[config.mk]
export PLATFORM = sky130hd
export DESIGN_NAME = axis_frame_tagger
export DESIGN_NICKNAME = d
export VERILOG_FILES = /design/src/rtl/axis_pkg.sv /design/src/rtl/axis_skid_buffer.sv /design/src/rtl/axis_frame_tagger.sv
export SDC_FILE = /design/constraint.sdc
export NUM_CORES = 1
export LEC_CHECK = 0
export BUFFER_PORTS_ARGS = -buffer_cell sky130_fd_sc_hd__buf_2
export CAP_MARGIN = 5
export CELL_PAD_IN_SITES_DETAIL_PLACEMENT = 1
export CELL_PAD_IN_SITES_GLOBAL_PLACEMENT = 2
export CORE_AREA = 8 8 176 136
export DETAILED_ROUTE_END_ITERATION = 10
export DIE_AREA = 0 0 184 144
export PLACE_DENSITY = 0.84
export SLEW_MARGIN = 20
export SYNTH_ARGS = -nofsm -noshare
export SYNTH_HDL_FRONTEND = slang
export SYNTH_HIERARCHICAL = 1
export SYNTH_SLANG_ARGS = --single-unit
export TNS_END_PERCENT = 50
[constraint.sdc]
create_clock -name ACLK -period 3.7 [get_ports ACLK]
set_clock_uncertainty 0.15 [all_clocks]
set_input_delay 0 -clock ACLK [delete_from_list [all_inputs] [get_ports ACLK]]
set_output_delay 0 -clock ACLK [all_outputs]
set_load 0.02 [all_outputs]
[src/rtl/axis_pkg.sv]
// Shared stream definitions for the axis_* blocks: default widths, beat layout and
// the occupancy states of the 2-entry register slice.
package axis_pkg;

    localparam int AXIS_STREAM_WIDTH = 32;
    localparam int AXIS_LEN_WIDTH    = 16;
    localparam int AXIS_CNT_WIDTH    = 32;

    typedef struct packed {
        logic [AXIS_STREAM_WIDTH-1:0] data;
        logic                         last;
    } axis_beat_t;

    typedef enum logic [1:0] {
        SKID_EMPTY = 2'd0,
        SKID_ONE   = 2'd1,
        SKID_FULL  = 2'd2
    } skid_state_e;

endpackage

[src/rtl/axis_skid_buffer.sv]
// Generic fully-registered 2-entry register slice: an output register plus one skid
// register, with a registered ready so no combinational path crosses the slice.
module axis_skid_buffer
    import axis_pkg::*;
#(
    parameter int WIDTH = $bits(axis_beat_t)
) (
    input  logic             ACLK,
    input  logic             ARESET_n,
    input  logic [WIDTH-1:0] s_data,
    input  logic             s_valid,
    output logic             s_ready,
    output logic [WIDTH-1:0] m_data,
    output logic             m_valid,
    input  logic             m_ready
);

    skid_state_e      state_q, state_d;
    logic [WIDTH-1:0] out_q, out_d;
    logic [WIDTH-1:0] skid_q, skid_d;
    logic             ready_q;
    logic             accept;
    logic             xfer;

    assign m_valid = (state_q != SKID_EMPTY);
    assign m_data  = out_q;
    assign s_ready = ready_q;
    assign accept  = s_valid && ready_q;
    assign xfer    = m_valid && m_ready;

    // Ready is only ever low in FULL, so no input can arrive while the skid is occupied.
    always_comb begin
        state_d = state_q;
        out_d   = out_q;
        skid_d  = skid_q;
        unique case (state_q)
            SKID_EMPTY: begin
                if (accept) begin
                    out_d   = s_data;
                    state_d = SKID_ONE;
                end
            end
            SKID_ONE: begin
                if (xfer && accept) begin
                    out_d = s_data;
                end else if (xfer) begin
                    state_d = SKID_EMPTY;
                end else if (accept) begin
                    skid_d  = s_data;
                    state_d = SKID_FULL;
                end
            end
            SKID_FULL: begin
                if (xfer) begin
                    out_d   = skid_q;
                    state_d = SKID_ONE;
                end
            end
            default: state_d = SKID_EMPTY;
        endcase
    end

    always_ff @(posedge ACLK or negedge ARESET_n) begin
        if (!ARESET_n) begin
            state_q <= SKID_EMPTY;
            out_q   <= '0;
            skid_q  <= '0;
            ready_q <= 1'b0;
        end else begin
            state_q <= state_d;
            out_q   <= out_d;
            skid_q  <= skid_d;
            ready_q <= (state_d != SKID_FULL);
        end
    end

endmodule

[src/rtl/axis_frame_tagger.sv]
// Inserts TLAST every frame_len accepted beats of an untagged sample stream and keeps
// frame statistics; buffering is delegated to a 2-entry register slice.
module axis_frame_tagger
    import axis_pkg::*;
#(
    parameter int STREAM_WIDTH = AXIS_STREAM_WIDTH,
    parameter int LEN_WIDTH    = AXIS_LEN_WIDTH,
    parameter int CNT_WIDTH    = AXIS_CNT_WIDTH
) (
    input  logic                    ACLK,
    input  logic                    ARESET_n,
    input  logic [STREAM_WIDTH-1:0] s_tdata,
    input  logic                    s_tvalid,
    output logic                    s_tready,
    input  logic [LEN_WIDTH-1:0]    cfg_frame_len,
    output logic [STREAM_WIDTH-1:0] m_tdata,
    output logic                    m_tvalid,
    output logic                    m_tlast,
    input  logic                    m_tready,
    output logic                    frame_done,
    output logic [CNT_WIDTH-1:0]    frames_sent
);

    // Same layout as axis_beat_t, but sized by this instance's parameters.
    typedef struct packed {
        logic [STREAM_WIDTH-1:0] data;
        logic                    last;
    } beat_t;

    localparam logic [LEN_WIDTH-1:0] LEN_ONE = LEN_WIDTH'(1);

    logic [LEN_WIDTH-1:0] cnt_q, cnt_d;
    logic [LEN_WIDTH-1:0] len_q, len_d;
    logic [LEN_WIDTH-1:0] eff_len;
    logic [LEN_WIDTH-1:0] cur_len;
    logic                 frame_done_q, frame_done_d;
    logic [CNT_WIDTH-1:0] frames_sent_q, frames_sent_d;
    logic                 accept;
    logic                 in_last;
    logic                 xfer_last;
    beat_t                in_beat;
    beat_t                out_beat;

    assign accept  = s_tvalid && s_tready;
    assign eff_len = (cfg_frame_len == '0) ? LEN_ONE : cfg_frame_len;
    // The first beat of a frame uses the live config; later beats use the latched length.
    assign cur_len = (cnt_q == '0) ? eff_len : len_q;
    assign in_last = (cnt_q == (cur_len - LEN_ONE));
    assign in_beat = '{data: s_tdata, last: in_last};

    always_comb begin
        cnt_d = cnt_q;
        len_d = len_q;
        if (accept) begin
            if (cnt_q == '0) begin
                len_d = eff_len;
            end
            cnt_d = in_last ? '0 : (cnt_q + LEN_ONE);
        end
    end

    assign xfer_last = m_tvalid && m_tready && m_tlast;

    always_comb begin
        frame_done_d  = xfer_last;
        frames_sent_d = frames_sent_q;
        if (xfer_last) begin
            frames_sent_d = frames_sent_q + CNT_WIDTH'(1);
        end
    end

    always_ff @(posedge ACLK or negedge ARESET_n) begin
        if (!ARESET_n) begin
            cnt_q         <= '0;
            len_q         <= LEN_ONE;
            frame_done_q  <= 1'b0;
            frames_sent_q <= '0;
        end else begin
            cnt_q         <= cnt_d;
            len_q         <= len_d;
            frame_done_q  <= frame_done_d;
            frames_sent_q <= frames_sent_d;
        end
    end

    axis_skid_buffer #(
        .WIDTH ($bits(beat_t))
    ) u_skid (
        .ACLK     (ACLK),
        .ARESET_n (ARESET_n),
        .s_data   (in_beat),
        .s_valid  (s_tvalid),
        .s_ready  (s_tready),
        .m_data   (out_beat),
        .m_valid  (m_tvalid),
        .m_ready  (m_tready)
    );

    assign m_tdata     = out_beat.data;
    assign m_tlast     = out_beat.last;
    assign frame_done  = frame_done_q;
    assign frames_sent = frames_sent_q;

endmodule

==> impl_metrics.ini <==
[run_status]
status = finished clean

[sta]
min_period_ns = 3.57
timing.fmax_mhz = 280
hold_viol = 0
drv_slew = 0
rsz0062_at_grt = yes
worst_pin_slew_ns = 0.666
setup_viol = 0
post-route-period-util_pct = 96.6
fin_ws_ns = 0.125
relSlewSlack_pct = 55.6

[cts]
cts_tree = built
clkSlewWorstSetupHoldPaths_ns = 0.07
insertion_delay_ns = 0.42
cts_max_path_buffers = 2
cts_buffers = 17
cts-htree-levels = 4
cts_root_buffer = clkbuf_16
clock-sinks = 134

[critical_path]
worstPathArrival_ns = 3.71
crit_family = simple AND/OR/NAND/NOR gates
crit_slowest_cell = a2111o_1
slowest_delay_ns = 0.41
crit_type = reg -> reg
startpoint_type = register
reg2reg_from = cnt_q[1]
worst-path-max-fanout = 8
cp-startpoint = cnt_q[1]
endpoint_kind = register
worstPathRequired_ns = 3.84
crit_buf_inv = 3
path_cells = inv_2 > ha_2 > nor4b_4 > buf_4 > nand4_1 > mux2i_1 > ha_2 > xnor2_1 > a2111o_1 > nor4_1 > nand4_1 > nor4_4 > buf_6 > a211oi_1

[power]
p_comb_share_pct = 37.7
powerDensity_mw_per_mm2 = 725
power.internal_mw = 4.14
clock_power_share_pct = 26.8
switchingPower_mw = 2.47
ir_worst_vdd_mv = 0.343
seqPwrFrac_pct = 35.5
switching_share_pct = 37.4
power.leakage_nw = 3.99

[final_layout]
finish.utilization_pct = 42.7
layout-drive-gt1-share_pct = 33.9
area_delta_synth_final_pct = 33.2
final_common_cell = dfrtp_1
nNetsFinal = 851
final_cell_area_mm2 = 0.00913
final_cell_mix = dfrtp_1 (133), buf_2 (118), dlygate4sd3_1 (51)
antenna_cells = 0

[yosys]
synth_top_family_by_area = simple AND/OR/NAND/NOR gates
syn_nets = 656
ys_async_sr_fraction_pct = 100
synthAdderAreaFrac_pct = 0.730
syn-cell-area_mm2 = 0.00685
synth_top_cell_area_share_pct = 48.6
synthXorXnorAreaFrac_pct = 7.67
synth_area_leader_cell = dfrtp_1
syn_inst = 600
synth_edf_count = 0
yosysWarningCount = 6
synthSimpleGateAreaFrac_pct = 15.7
ys.flop_type = dfrtp_1
synth-seq-cells = 134
yosysUniqueCellTypes = 64
synthTopCellsByArea = dfrtp_1 (49%), mux2_2 (7.9%), o32a_1 (4.8%)
synth_compound_area_share_pct = 13.6
ys_seq_area_share_pct = 48.9
synthMuxAreaShare_pct = 10.4
avgSynthCellArea_um2 = 11.4

[die]
die_x_um = 184
io_pins = 120
die_y_um = 144
core_mm2 = 0.0214
initial_core_util_pct = 32.0
dieArea_mm2 = 0.0265
rows = 47

[route]
routedWlPerCell_um = 17.8
drc_errors = 0
dr.pass1.iters = 4
ant_nets = 0
via_per_inst = 4.98
drt_wl_total_um = 19600
vias = 5490
drtIter0Drc = 270

[grt]
grt_util_met1_pct = 21.4
grt_use_met3_pct = 4.22
antenna_found_initial = 0
use_met2_pct = 22.5
grt_pass1_wl_um = 32400
grt_util_all_layers_pct = 15.2
grt_overflow = 0
grt_start_max_net_pins = 67
grt_pass1_vias = 5853
grt_most_used_layer = met2

[flow_run]
drv_cap = 0

[placement]
port_buffers = 119
place_area_mm2 = 0.00792
dp_slack_ns = 0.109
gp_congestion = 0.781
dp_hpwl_um = 13600

[worst_hold_path]
min-delay-path-class = in -> async
-- final timing paths --
| kind | endpoint | slack [ns] | cells after the start |
|---|---|---|---|
| max | cnt_q[1] | 0.13 | 14 |
| min | len_q[13] | 0.007 | 2 |
| max reg2reg | cnt_q[1] | 0.13 | 14 |
| min reg2reg | frames_sent[31] | 0.32 | 1 |
| max in group asynchronous | u_skid/m_data[16] | 2.42 | 3 |
| min in group ACLK | u_skid/skid_q[14] | 0.20 | 3 |
-- cell usage after synthesis, types with 2 or more instances --
cell / instances
nor2_2: 10
nand3_1: 16
nand4_1: 7
nand2b_1: 3
a221oi_1: 2
a21o_1: 3
inv_1: 7
o21ai_0: 10
buf_1: 3
and3_1: 14
nor4_1: 12
xor2_1: 27
o211ai_1: 3
xnor2_1: 33
or3_1: 3
mux2i_1: 17
o32ai_1: 2
nor2b_1: 2
and2_1: 2
mux2_2: 48
ha_1: 4
clkbuf_1: 11
o22ai_1: 3
and4_1: 5
nand4b_1: 3
o21a_1: 36
o32a_1: 33
a21oi_1: 4
buf_6: 6
nor3b_1: 2
nand2_1: 46
buf_2: 8
dfrtp_1: 133
nor3_1: 18
nor2_1: 30
a211oi_1: 3
nand3b_1: 2
nor4_4: 3
-- cells by family after synthesis --
group / after synthesis
and+or+nand+nor: 188
DFF: 134
AOI/OAI and AO/OA: 113
muxes: 65
xor gates and xnor gates: 60
buffers and inverters: 36
adders and majority gates: 4
-- worst register-to-register path, delay by kind of cell, from the launching register on --
kind | cells | cell delay [ns]
AO/OA/AOI/OAI | 2 | 0.47
flip-flops | 1 | 0.39
buffers and inverters | 3 | 0.42
multiplexers | 1 | 0.26
XOR/XNOR | 1 | 0.12
adder cells (fa/ha/maj) | 2 | 0.49
AND/OR/NAND/NOR | 5 | 1.14
-- timing repair --
item | 4_1_cts | 5_1_grt
setup endpoints to repair | 0 | 18
hold buffers | 50 | 1
gates resized for setup | 0 | 18
setup buffers | 0 | 3
hold endpoints to repair | 148 | 1
-- through the flow --
| step | setup TNS (ns) | hold slack, ns | cells | power, mW |
|---|---|---|---|---|
| 6_report | 0 | 0.00667 | 1102 | 6.62 |
| 5_1_grt | -1.02 | 0.0583 | 1102 | 7.02 |
| 4_1_cts | 0 | 0.00618 | 1098 | 6.61 |
| 3_5_place_dp | 0 | -0.0898 | 1016 | 4.75 |
| 3_3_place_gp | 0 | -0.0931 | 1016 | 4.69 |
| 2_1_floorplan | 0 | -0.446 | 600 | 3.98 |
-- state kept, by name, summed over array words and instances (netlist names) --
register / count
frames_sent: 32
u_skid/state_q: 2
u_skid/m_data: 33
len_q: 16
frame_done: 1
u_skid/skid_q: 33
cnt_q: 16
u_skid/s_ready: 1
-- final cells by class --
cell class                      count  area, µm²
Clock buffer                       17        425
Clock inverter                     15        185
Fill cell                        2342      12300
Inverter                            7       26.3
Multi-Input combinational cell    430       3370
Sequential cell                   134       3350
Tap cell                          294        368
Timing Repair Buffer              205       1400
-- power by group through the flow --
| stage | Sequential, mW | Combinational (mW) | Clock (mW) |
|---|---|---|---|
| after floorplan | 2.54 | 1.44 | 0 |
| after global placement | 2.34 | 2.35 | 0 |
| after detailed placement | 2.36 | 2.39 | 0 |
| after CTS | 2.34 | 2.44 | 1.82 |
| after global routing | 2.43 | 2.72 | 1.88 |
| final | 2.35 | 2.50 | 1.77 |
-- metal layers --
metal	vias to the layer above	routed length (µm)	share of wire, %
met5	-	0	0
met4	0	271	1.4
met3	24	1030	5.3
met2	121	8570	44
met1	2740	9690	50
li1	2605	-	-
(Power assumes the default switching activity.)
